`config.mk`:
```
export PLATFORM = sky130hd
export DESIGN_NAME = alu_cmd_sequencer
export DESIGN_NICKNAME = d
export VERILOG_FILES = /design/src/rtl/alu_pkg.sv /design/src/rtl/alu_seq_timeout.sv /design/src/rtl/alu_cmd_sequencer.sv
export SDC_FILE = /design/constraint.sdc
export NUM_CORES = 1
export LEC_CHECK = 0
export BUFFER_PORTS_ARGS = -buffer_cell sky130_fd_sc_hd__buf_2
export CAP_MARGIN = 20
export CORE_MARGIN = 2
export CORE_UTILIZATION = 35
export CTS_CLUSTER_DIAMETER = 150
export DETAILED_ROUTE_END_ITERATION = 8
export GPL_TIMING_DRIVEN = 0
export PLACE_DENSITY = 0.62
export SYNTH_ARGS = -nofsm -noshare
export SYNTH_HDL_FRONTEND = slang
export SYNTH_HIERARCHICAL = 1
export SYNTH_SLANG_ARGS = --single-unit
```
`constraint.sdc`:
```
create_clock -name clk -period 2.7 [get_ports clk]
set_input_delay 0.135 -clock clk [delete_from_list [all_inputs] [get_ports clk]]
set_output_delay 0.135 -clock clk [all_outputs]
set_load 0.005 [all_outputs]
```
`src/rtl/alu_pkg.sv`:
```
// Shared ALU definitions: opcodes, sequencer state encoding and timeout default.
package alu_pkg;

    localparam logic [4:0] ALU_AND    = 5'b00000;
    localparam logic [4:0] ALU_OR     = 5'b00001;
    localparam logic [4:0] ALU_XOR    = 5'b00010;
    localparam logic [4:0] ALU_SLL    = 5'b00011;
    localparam logic [4:0] ALU_SRL    = 5'b00100;
    localparam logic [4:0] ALU_SRA    = 5'b00101;
    localparam logic [4:0] ALU_ADD    = 5'b00110;
    localparam logic [4:0] ALU_SUB    = 5'b00111;
    localparam logic [4:0] ALU_FP_MUL = 5'b01000;

    localparam int TIMEOUT_CYCLES_DEF = 1024;

    typedef enum logic [2:0] {
        SEQ_IDLE,
        SEQ_BEAT1,
        SEQ_BEAT2,
        SEQ_WAIT,
        SEQ_RESP
    } seq_state_t;

endpackage

```
`src/rtl/alu_seq_timeout.sv`:
```
// Loadable down-counter for the WAIT-state timeout; expired is high on the last allowed WAIT cycle.
module alu_seq_timeout #(
    parameter int TIMEOUT_CYCLES = 1024
) (
    input  logic clk,
    input  logic rst,
    input  logic load,
    input  logic en,
    output logic expired
);
    localparam int CW = $clog2(TIMEOUT_CYCLES) + 1;
    localparam logic [CW-1:0] LOAD_VAL = CW'(TIMEOUT_CYCLES - 1);

    logic [CW-1:0] cnt;

    always_ff @(posedge clk or negedge rst) begin
        if (!rst)
            cnt <= LOAD_VAL;
        else if (load)
            cnt <= LOAD_VAL;
        else if (en && cnt != '0)
            cnt <= cnt - 1'b1;
    end

    assign expired = en && (cnt == '0);

endmodule

```
`src/rtl/alu_cmd_sequencer.sv`:
```
// ALU issue stage: one command per handshake, one- or two-beat start, bounded wait, registered response.
// Optional build macro ALU_SEQ_PERF_EN adds perf_cmd_count / perf_last_latency outputs.
module alu_cmd_sequencer
    import alu_pkg::*;
#(
    parameter int         WIDTH          = 32,
    parameter int         TIMEOUT_CYCLES = TIMEOUT_CYCLES_DEF,
    parameter logic [4:0] OP_FP_MUL      = ALU_FP_MUL
) (
    input  logic             clk,
    input  logic             rst,
    input  logic             cmd_valid,
    output logic             cmd_ready,
    input  logic [4:0]       cmd_op,
    input  logic             cmd_fp,
    input  logic             cmd_rs1_signed,
    input  logic             cmd_rs2_signed,
    input  logic [WIDTH-1:0] cmd_a_int,
    input  logic [WIDTH-1:0] cmd_b_int,
    input  logic [WIDTH-1:0] cmd_a_frac,
    input  logic [WIDTH-1:0] cmd_b_frac,
    output logic             alu_start,
    output logic [4:0]       alu_op,
    output logic [WIDTH-1:0] alu_a,
    output logic [WIDTH-1:0] alu_b,
    output logic             alu_fp,
    output logic             alu_rs1_signed,
    output logic             alu_rs2_signed,
    input  logic             alu_busy,
    input  logic             alu_valid,
    input  logic             alu_error,
    input  logic [WIDTH-1:0] alu_result,
    output logic             rsp_valid,
    input  logic             rsp_ready,
    output logic [WIDTH-1:0] rsp_data,
    output logic             rsp_error,
    output logic             rsp_timeout
`ifdef ALU_SEQ_PERF_EN
    ,
    output logic [31:0]      perf_cmd_count,
    output logic [15:0]      perf_last_latency
`endif
);

    seq_state_t       state;
    logic             is_fp;
    logic             second_cyc;
    logic [WIDTH-1:0] a_frac_q;
    logic [WIDTH-1:0] b_frac_q;
    logic             tmo_expired;
    logic             accept;
    logic             alu_done;
    logic             resp_enter;

    assign accept     = (state == SEQ_IDLE) && cmd_valid && cmd_ready;
    assign alu_done   = alu_valid || alu_error;
    assign resp_enter = ((state == SEQ_BEAT2) && alu_done) ||
                        ((state == SEQ_WAIT) && (alu_done || tmo_expired));

    // Reloaded in every non-WAIT state so each WAIT entry starts a fresh count.
    alu_seq_timeout #(.TIMEOUT_CYCLES(TIMEOUT_CYCLES)) u_timeout (
        .clk    (clk),
        .rst    (rst),
        .load   (state != SEQ_WAIT),
        .en     (state == SEQ_WAIT),
        .expired(tmo_expired)
    );

    always_ff @(posedge clk or negedge rst) begin
        if (!rst) begin
            state          <= SEQ_IDLE;
            cmd_ready      <= 1'b1;
            alu_start      <= 1'b0;
            alu_op         <= '0;
            alu_a          <= '0;
            alu_b          <= '0;
            alu_fp         <= 1'b0;
            alu_rs1_signed <= 1'b0;
            alu_rs2_signed <= 1'b0;
            rsp_valid      <= 1'b0;
            rsp_data       <= '0;
            rsp_error      <= 1'b0;
            rsp_timeout    <= 1'b0;
            is_fp          <= 1'b0;
            second_cyc     <= 1'b0;
            a_frac_q       <= '0;
            b_frac_q       <= '0;
        end else begin
            case (state)
                SEQ_IDLE: begin
                    cmd_ready <= !alu_busy;
                    if (accept) begin
                        cmd_ready      <= 1'b0;
                        alu_start      <= 1'b1;
                        alu_op         <= cmd_op;
                        alu_fp         <= cmd_fp;
                        alu_rs1_signed <= cmd_rs1_signed;
                        alu_rs2_signed <= cmd_rs2_signed;
                        alu_a          <= cmd_a_int;
                        alu_b          <= cmd_b_int;
                        a_frac_q       <= cmd_a_frac;
                        b_frac_q       <= cmd_b_frac;
                        is_fp          <= (cmd_op == OP_FP_MUL);
                        second_cyc     <= 1'b0;
                        state          <= SEQ_BEAT1;
                    end
                end
                SEQ_BEAT1: begin
                    if (!is_fp) begin
                        alu_start <= 1'b0;
                        state     <= SEQ_WAIT;
                    end else if (!second_cyc) begin
                        second_cyc <= 1'b1;
                    end else begin
                        alu_a <= a_frac_q;
                        alu_b <= b_frac_q;
                        state <= SEQ_BEAT2;
                    end
                end
                SEQ_BEAT2, SEQ_WAIT: begin
                    alu_start <= 1'b0;
                    if (resp_enter) begin
                        rsp_valid <= 1'b1;
                        // A real ALU response wins over a coincident timeout.
                        if (alu_done) begin
                            rsp_data    <= alu_result;
                            rsp_error   <= alu_error;
                            rsp_timeout <= 1'b0;
                        end else begin
                            rsp_data    <= '0;
                            rsp_error   <= 1'b0;
                            rsp_timeout <= 1'b1;
                        end
                        state <= SEQ_RESP;
                    end else begin
                        state <= SEQ_WAIT;
                    end
                end
                SEQ_RESP: begin
                    if (rsp_ready) begin
                        rsp_valid   <= 1'b0;
                        rsp_error   <= 1'b0;
                        rsp_timeout <= 1'b0;
                        cmd_ready   <= !alu_busy;
                        state       <= SEQ_IDLE;
                    end
                end
                default: state <= SEQ_IDLE;
            endcase
        end
    end

`ifdef ALU_SEQ_PERF_EN
    logic [15:0] lat_cnt;

    // lat_cnt holds the number of edges since accept, so it equals the latency on the RESP-entry edge.
    always_ff @(posedge clk or negedge rst) begin
        if (!rst) begin
            perf_cmd_count    <= '0;
            perf_last_latency <= '0;
            lat_cnt           <= '0;
        end else begin
            if (accept) begin
                perf_cmd_count <= perf_cmd_count + 1'b1;
                lat_cnt        <= 16'd1;
            end else if (state != SEQ_IDLE && state != SEQ_RESP && lat_cnt != 16'hFFFF) begin
                lat_cnt <= lat_cnt + 1'b1;
            end
            if (resp_enter)
                perf_last_latency <= lat_cnt;
        end
    end
`endif

endmodule

```
==> run metrics, run 1 <==
f_max 0.4007 GHz; worst skew pair latency 430 ps; Post-Syn Nets 714; reported leakage power 5.517 nW; worst slack, placed -293.3 ps; Metal-1 WL 9412 um; PwrDens 1026 nW/um^2; DRC Markers 0; number of global-route vias before repair 6190; CTS tree built; setup skew after layout 11.63 ps; relative slew slack 47.03%; ys async rst share 100.0%; MaxCap Viol Count 0; H-tree Lvls 4; Final Cell Area 11810 sq um; first-pass GRT wire length 32710 um; # IOs 284; CTS Buf Count 17; global route total overflow 0; Row Count 56; met2 WL 9974 um; Syn Inst Count 538; Nets 1126; status completed; Slew Viols, Final 0; layout cell share with drive strength beyond 1 59.36%; Die ar. 24690 sq um; EDFF count, synth 0; CTS root buf clkbuf_16; DRT Pass-1 Iters 5; top_reg_cell synth dfrtp_1; wire per inst 16.41 um; Synth Cell Area 8208 sq um; port bufs 283; DIE HEIGHT 157.1 um; Slew @ Worst Pin 787.3 ps; RSZ-0062 raised after global routing false; fin crit period 2495 ps; DR iter-0 viols 218; placed inst area 10060 sq um; hpwl dp 14320 um; critical path data required time 3020 ps; initial antenna violation count 0; setup violators final 0; n_diodes 0; worst min path class input port to flop; WP data arrival 2810 ps; period utilization 92.42%; # fillers 2046; Fin. Hold Viols 0; vias 5936; Die X 157.1 um; Routed Antenna Nets 0; Initial Util 35.28%; Yosys cell types 48; largest net degree at the start of global routing 103; number of synthesized register bits 189; met3 WL 1135 um; Worst Setup End Kind flop; clk slew on worst S/H paths 80 ps; CP Launch Type flop; CP max FO 10; register area share after synthesis 57.79%; Synth Area per Inst 15.26 sq um; RePlAce Congestion 0.7833; Core Area 23260 sq um; setup ws final 204.6 ps; worst vdd ir 0.3695 mV; # clock sinks 189; final WL 21020 um; area grow syn2layout 43.90%; YS warnings 6; postcts setup bufs 0; DR top layer met4; Vias/cell 4.634; Critical Setup Path Class flop to flop; gr usage total 16.88%; largest buffer count on any clock path 2
-- cell type report --
type | count | area, sq um | share of cell area (%)
plain buffers | 31 | 246.5 | 2.087
clock buffers | 17 | 425.4 | 3.602
clock inverters | 14 | 177.7 | 1.504
inverters | 7 | 28.78 | 0.2436
multi-input cells | 311 | 3246 | 27.48
flip-flops and latches | 189 | 4743 | 40.16
well taps | 319 | 399.1 | 3.379
repair buffers | 393 | 2545 | 21.55
-- cells in the mapped netlist (3+ instances only) --
cell | instances | area share, %
nand2b_1 | 3 | 0.23
buf_4 | 6 | 0.55
dfstp_2 | 11 | 3.5
mux2_4 | 20 | 3.7
buf_2 | 12 | 0.73
a21oi_1 | 5 | 0.30
o21ai_0 | 5 | 0.30
dfrtp_1 | 178 | 54
nor3_1 | 5 | 0.30
nand3b_1 | 3 | 0.27
nand2_1 | 10 | 0.46
buf_6 | 12 | 1.6
inv_1 | 7 | 0.32
a211o_1 | 3 | 0.32
nor2_1 | 4 | 0.18
a22o_1 | 32 | 3.4
mux2_2 | 180 | 25
nand4bb_1 | 4 | 0.55
-- final timing paths --
| path | startpoint | cells past startpoint | slack (ps) | to |
|---|---|---|---|---|
| min | rsp_ready | 3 | 40 | state[2] |
| max | state[1] | 11 | 200 | rsp_data[28] |
| min in group asynchronous | rst | 2 | 280 | rsp_data[13] |
| min reg2reg | alu_start | 1 | 480 | alu_start |
| max in group asynchronous | rst | 3 | 1470 | alu_a[5] |
| max reg2reg | state[1] | 11 | 200 | rsp_data[28] |
-- repair_timing --
| item | CTS | global route |
|---|---|---|
| pin swaps | 0 | 0 |
| resized for setup | 5 | 6 |
| hold endpoints to repair | 184 | 0 |
| endpoints found under the setup margin | 36 | 30 |
| hold buffers | 109 | 0 |
-- power by group --
part | switching, mW | internal (mW)
sequential | 0.687 | 4.18
clock | 1.21 | 1.40
combinational | 1.82 | 2.82
total | 3.71 | 8.40
-- through the flow --
| step | instances | hold slack [ps] | total power, mW | setup TNS (ps) | utilization, % |
|---|---|---|---|---|---|
| after floorplan | 538 | -160.6 | 7.730 | 0 | - |
| after global placement | 1140 | 352.5 | 9.317 | -324850 | 43.09 |
| after detailed placement | 1141 | 188.9 | 9.441 | -8393 | 43.25 |
| after CTS | 1281 | 15.69 | 12.25 | 0 | 50.65 |
| after global routing | 1281 | 44.21 | 12.92 | 0 | 50.77 |
| final | 1281 | 36.90 | 12.11 | 0 | 50.77 |
-- cell usage in the layout (no fill, tap or decap), types with 4 or more instances in the layout --
| master | count |
|---|---|
| a21oi_1 | 5 |
| inv_1 | 6 |
| buf_6 | 12 |
| mux2_4 | 20 |
| dfstp_2 | 11 |
| a22o_1 | 32 |
| mux2_2 | 180 |
| nor3_1 | 5 |
| dlygate4sd3_1 | 109 |
| dfrtp_1 | 178 |
| inv_8 | 4 |
| nor2_1 | 4 |
| buf_2 | 293 |
| nand2_1 | 9 |
| buf_4 | 6 |
| o21ai_0 | 5 |
| clkbuf_16 | 17 |
-- per-layer routing --
layer	global-route usage (%)	vias up
met2	27.32	179
met4	6.710	0
li1	-	2804
met1	22.25	2920
met3	3.469	33
met5	0	-
-- state kept, by name, summed over array words and instances, names as in the netlist, 3 cells and up --
signal,flops
a_frac_q,32
alu_a,32
alu_b,32
alu_op,5
b_frac_q,32
rsp_data,32
state,3
u_timeout/cnt,11
-- cells by family after synthesis --
kind of cell,count (synthesis),synth area share [%]
AO/OA/AOI/OAI,60,6.037
XOR/XNOR,2,0.2135
adder cells (fa/ha/maj),1,0.1524
buffers and inverters,38,3.293
flip-flops,189,57.79
multiplexers,202,28.60
AND/OR/NAND/NOR,46,3.918
-- critical path: stages, from the launching register on --
cell,delay (ps)
dfrtp_1,390
clkbuf_4,210
nor2b_4,210
nand2_4,110
inv_4,100
nand4bb_4,170
nor4_4,270
a211oi_2,130
nand2b_1,150
buf_2,180
buf_2,210
a22o_1,260
Power figures use the tool's default switching activity.
==> inputs of run 2 (changes only) <==
--- a/config.mk
+++ b/config.mk
@@ -9,10 +9,9 @@
 export CAP_MARGIN = 20
 export CORE_MARGIN = 2
 export CORE_UTILIZATION = 35
-export CTS_CLUSTER_DIAMETER = 150
 export DETAILED_ROUTE_END_ITERATION = 8
-export GPL_TIMING_DRIVEN = 0
 export PLACE_DENSITY = 0.62
+export RECOVER_POWER = 50
 export SYNTH_ARGS = -nofsm -noshare
 export SYNTH_HDL_FRONTEND = slang
 export SYNTH_HIERARCHICAL = 1
==> run 2 against run 1 <==
Net effect: the run now ends with capacitance limit, slew limit left; sequential share of layout area grew 0.84 points; core utilization shrank 1.0 points; first-iteration DRC count grew 11%; routed wire length shrank 1.2%.
==> run metrics, run 2 (synthesis gave the netlist of run 1 again) <==
status finished with violations; failing checks capacitance limit, slew limit; Vias/cell 4.654 (+0.43%); area of the multi-input gates 3207 sq um (-1.2%); # fillers 2057 (+0.54%); area grow syn2layout 40.95%; vias 5878 (-0.98%); commonest non-fill, non-tap cell in the layout buf_2; reported leakage power 5.167 nW (-6.3%); DRT Pass-1 Iters 4 (-1); Die X 157.1 um (unchanged); f_max 0.3947 GHz (-1.5%); final WL 20760 um (-1.2%); Slew Viols, Final 75 (+75); setup violators final 0 (unchanged); CTS root buf clkbuf_16; initial antenna violation count 0 (unchanged); first-pass GRT wire length 31890 um (-2.5%); hpwl dp 13560 um (-5.3%); port bufs 283 (unchanged); # clock sinks 189 (unchanged); relative slew slack -27.91% (-75 points); WP data arrival 2840 ps (+30 ps); RePlAce Congestion 0.7773 (-0.77%); Critical Path Max Stage Delay 380 ps (about the same); Fin. Hold Viols 0 (unchanged); CTS tree built; CP max-delay cell dfrtp_1; n_diodes 0 (unchanged); wire per inst 16.44 um (+0.19%); CP Buf/Inv Count 2 (-2); postcts setup bufs 0 (unchanged); CP Launch Type flop; Critical Setup Path Class flop to flop; number of global-route vias before repair 6103 (-1.4%); largest net degree at the start of global routing 76 (-26%); global route total overflow 0 (unchanged); Core Area 23260 sq um (unchanged); Initial Util 35.28% (unchanged); Slew @ Worst Pin 1919 ps (+1131 ps); fin crit period 2533 ps (+38.04 ps); worst vdd ir 0.4420 mV (+20%); period utilization 93.83% (+1.4 points); CP Cell Sequence nor2b_1 -> nand2_1 -> inv_1 -> nand4bb_1 -> nor4_1 -> a211oi_1 -> nand2b_1 -> buf_12 -> a22o_1; # IOs 284 (unchanged); DIE HEIGHT 157.1 um (unchanged); CTS Buf Count 17 (unchanged); Row Count 56 (unchanged); Die ar. 24690 sq um (unchanged); register area 4743 sq um (unchanged); worst hold slack 59.49 ps (+22.59 ps); Worst Setup End Kind flop; post-route setup TNS 0 ps (unchanged); PostCTS Resize Cnt 0 (-5); most frequent cells in the layout 201 x buf_2, 180 x mux2_2, 178 x dfrtp_1; MaxCap Viol Count 1 (+1); RSZ-0062 raised after global routing false; largest buffer count on any clock path 2 (unchanged); CP delay by family, top simple AND/OR/NAND/NOR gates; dpl cells 1123 (-1.6%); placed inst area 9993 sq um (-0.67%); Final Non-Filler Cells 1263 (-1.4%); Nets 1108 (-1.6%); Final Cell Area 11570 sq um (-2.1%); Routed Antenna Nets 0 (unchanged); layout cell share with drive strength beyond 1 49.68% (-9.7 points); gr usage total 16.48% (-0.40 points); worst skew pair latency 430 ps (about the same); critical path data required time 3010 ps (about the same); clk slew on worst S/H paths 70 ps (about the same); fin util 49.73% (-1.0 points); worst min path class input port to flop; CP max FO 36 (+26); H-tree Lvls 4 (unchanged); PwrDens 1026 nW/um^2 (about the same); DRC Markers 0 (unchanged); setup skew after layout 13.41 ps (+1.779 ps); DR iter-0 viols 241 (+11%)
-- run 2: cell types whose count changed in the layout (fill, tap and decap cells not counted), sizes merged --
cell and change:
clkinv +1, clkbuf +81, buf -99, inv -1
-- run 2: through the flow --
stage | power [mW] | setup WS, ps
after floorplan | 7.730 | 316.3
after global placement | 9.244 | 293.5
after detailed placement | 9.361 | 191.5
after CTS | 12.16 | 172.7
after global routing | 12.65 | 32.23
final | 11.87 | 166.5
-- run 2: where the power goes --
| part | total, mW | switching (mW) | internal [mW] |
|---|---|---|---|
| clock | 2.61 | 1.20 | 1.41 |
| combinational | 4.41 | 1.80 | 2.60 |
| sequential | 4.86 | 0.677 | 4.18 |
-- run 2: worst register-to-register path, cell delays in order, from the launching register on --
cell	delay, ps
dfrtp_1	380
nor2b_1	250
nand2_1	230
inv_1	180
nand4bb_1	260
nor4_1	310
a211oi_1	150
nand2b_1	200
buf_12	200
a22o_1	270
-- run 2: repair_timing --
item / in CTS / in global routing
hold buffers: 109 / 0
endpoints found under the setup margin: 0 / 0
hold endpoints to repair: 180 / 0
-- run 2: final timing paths --
| kind | startpoint | end | slack (ps) | cells past startpoint |
|---|---|---|---|---|
| hold / removal | cmd_b_int[12] | alu_b[12] | 60 | 3 |
| hold reg to reg | second_cyc | state[0] | 480 | 1 |
| setup / recovery | state[2] | rsp_data[26] | 170 | 9 |
| setup reg to reg | state[2] | rsp_data[26] | 170 | 9 |
| min in group asynchronous | rst | a_frac_q[31] | 770 | 2 |
| max in group asynchronous | rst | u_timeout/cnt[8] | 470 | 3 |
-- run 2: per-layer routing --
metal / wire length (um) / vias to the layer above / track usage, %
met5: 0 / - / 0
met4: 331 / 0 / 5.238
met3: 1123 / 20 / 4.213
met2: 10060 / 177 / 27.40
met1: 9248 / 2921 / 21.10
li1: - / 2760 / -
-- run 2: cell type report --
type,instances,area share (%)
Clock buffer,17,3.677
Clock inverter,14,1.557
Inverter,7,0.2271
Multi-Input combinational cell,311,27.72
Sequential cell,189,41.00
Tap cell,319,3.450
Timing Repair Buffer,406,22.37
==> inputs of run 3 (changes only) <==
--- a/config.mk
+++ b/config.mk
@@ -12,6 +12,7 @@
 export DETAILED_ROUTE_END_ITERATION = 8
 export PLACE_DENSITY = 0.62
 export RECOVER_POWER = 50
+export SETUP_SLACK_MARGIN = 0.5
 export SYNTH_ARGS = -nofsm -noshare
 export SYNTH_HDL_FRONTEND = slang
 export SYNTH_HIERARCHICAL = 1
==> run 3 against run 2 <==
Net effect: the run still ends with capacitance limit, slew limit left; sequential share of layout area decreased by 0.53 points; register-to-register slack gained 460 ps; clock power rose by 5%; die area stayed put; count of clock-buffer cells in the layout unchanged; power rose by 2.0%; sequential power about the same; first-iteration DRC count is 21% lower; critical path depth is 2 lower; critical path type unchanged; critical endpoint is now rsp_data[8]; largest power group unchanged.
==> run metrics, run 3 (synthesis gave the netlist of run 1 again) <==
global route total overflow 0 (unchanged); largest net degree at the start of global routing 63 (-17%); DRC Markers 0 (unchanged); setup violators final 0 (unchanged); DR top layer met4; Routed Antenna Nets 0 (unchanged); status finished with violations; number of global-route vias before repair 6142 (+0.64%); setup skew after layout 15.86 ps (+2.454 ps); met3 WL 1194 um (+6.3%); MaxCap Viol Count 1 (unchanged); CTS Buf Count 17 (unchanged); f_max 0.4826 GHz (+22%); Worst Setup End Kind flop; most frequent cells in the layout 217 x buf_2, 180 x mux2_2, 176 x dfrtp_1; CTS root buf clkbuf_16; failing checks capacitance limit, slew limit; Critical Setup Path Class flop to flop; Power Total 12.10 mW (+2.0%); Die X 157.1 um (unchanged); CP delay by family, top simple AND/OR/NAND/NOR gates; period utilization 76.74% (-17 points); worst hold slack 25.95 ps (-33.54 ps); port bufs 283 (unchanged); Fin. Hold Viols 0 (unchanged); hpwl dp 13630 um (+0.50%); post-route setup TNS 0 ps (unchanged); gr usage total 16.39% (-0.088 points); # clock sinks 189 (unchanged); Vias/cell 4.675 (+0.46%); CP Launch Type flop; CP max FO 36 (unchanged); first-pass GRT wire length 31770 um (-0.39%); Slew @ Worst Pin 1552 ps (-366.9 ps); CP max-delay cell dfstp_2; clk slew on worst S/H paths 70 ps (about the same); worst min path class input port to flop; met2 WL 10320 um (+2.6%); Slew Viols, Final 62 (-17%); PwrDens 1032 nW/um^2 (+0.60%); commonest non-fill, non-tap cell in the layout buf_2; WP data arrival 2380 ps (-460 ps); RePlAce Congestion 0.7754 (-0.24%); RSZ-0062 raised after global routing true; DRT Pass-1 Iters 4 (unchanged); Nets 1112 (+0.36%); critical path data required time 3010 ps (about the same); CTS tree built; worst slack, placed 327.8 ps (+136.3 ps); largest buffer count on any clock path 2 (unchanged); CP Buf/Inv Count 1 (-1); Die ar. 24690 sq um (unchanged); relative slew slack -3.449% (+24 points); Metal-1 WL 8821 um (-4.6%); DIE HEIGHT 157.1 um (unchanged); Row Count 56 (unchanged); setup ws final 628.0 ps (+461.4 ps); area grow syn2layout 42.85%; H-tree Lvls 4 (unchanged); Top cell by count, worst path nor4_4; Core Area 23260 sq um (unchanged); vias 5933 (+0.94%); r2r setup slk 630 ps (+460 ps); DR iter-0 viols 191 (-21%); layout cell share with drive strength beyond 1 52.58% (+2.9 points); register area 4746 sq um (about the same); fin crit period 2072 ps (-461.4 ps); # IOs 284 (unchanged); reported leakage power 5.291 nW (+2.4%); initial antenna violation count 1 (+1); Initial Util 35.28% (unchanged); fin util 50.40% (+0.67 points); wire per inst 16.35 um (-0.54%); final WL 20740 um (about the same); CP Cell Sequence nor4_4 -> or2b_1 -> nor4_4 -> a211oi_2 -> nand2b_1 -> buf_12 -> a22o_1; # fillers 2074 (+0.83%); worst vdd ir 0.4478 mV (+1.3%); Critical Path Max Stage Delay 400 ps (+20 ps); worst skew pair latency 430 ps (about the same); area of the multi-input gates 3264 sq um (+1.8%)
## run 3: cell count changes in the layout (fill, tap and decap cells not counted), sizes merged
cell | before | now
inv | 13 | 16
clkinvlp | 1 | 0
clkbuf | 100 | 84
buf | 214 | 235
clkinv | 5 | 3
bufinv | 2 | 3
dlygate4sd3 | 109 | 108
diode | 0 | 1
## run 3: stage by stage
| stage | std cells | area (sq um) |
|---|---|---|
| 5_1_grt | 1269 | 11730 |
| 6_report | 1269 | 11730 |
| 3_5_place_dp | 1125 | 10010 |
| 2_1_floorplan | 538 | 8218 |
| 4_1_cts | 1266 | 11770 |
| 3_3_place_gp | 1125 | 10010 |
## run 3: layout make-up
cell class | count | area share [%]
clock buffer | 17 | 3.628
antenna | 1 | 0.02134
clock inverter | 15 | 1.899
sequential | 189 | 40.48
multi-input combinational | 311 | 27.84
timing repair buffer | 410 | 22.48
tap | 319 | 3.404
inverter | 7 | 0.2454
## run 3: report_power, final
part	switching (mW)	total, mW	internal, mW	leakage, nW
registers	0.688	4.87	4.18	2.26
logic	1.83	4.49	2.67	2.72
clock network	1.22	2.74	1.52	0.316
## run 3: worst paths after layout
path                             startpoint                to  cells past startpoint
setup / recovery           u_timeout/cnt[4]       rsp_data[8]                      7
hold / removal                    cmd_op[4]         alu_op[4]                      2
setup reg to reg           u_timeout/cnt[4]       rsp_data[8]                      7
hold reg to reg                   rsp_valid         rsp_valid                      2
max in group asynchronous               rst  u_timeout/cnt[7]                      3
min in group asynchronous               rst      rsp_data[15]                      2
## run 3: per-layer routing
metal | up-vias | global-route usage (%)
met5 | - | 0
met4 | 0 | 5.498
met3 | 28 | 4.213
met2 | 181 | 28.15
met1 | 2944 | 20.11
li1 | 2780 | -
## run 3: timing repair
| action | CTS | global route |
|---|---|---|
| endpoints found under the setup margin | 34 | 93 |
| hold buffers | 108 | 0 |
| pin swaps | 1 | 1 |
| hold endpoints to repair | 161 | 0 |
| gates resized for setup | 4 | 8 |
| setup buffers | 1 | 2 |
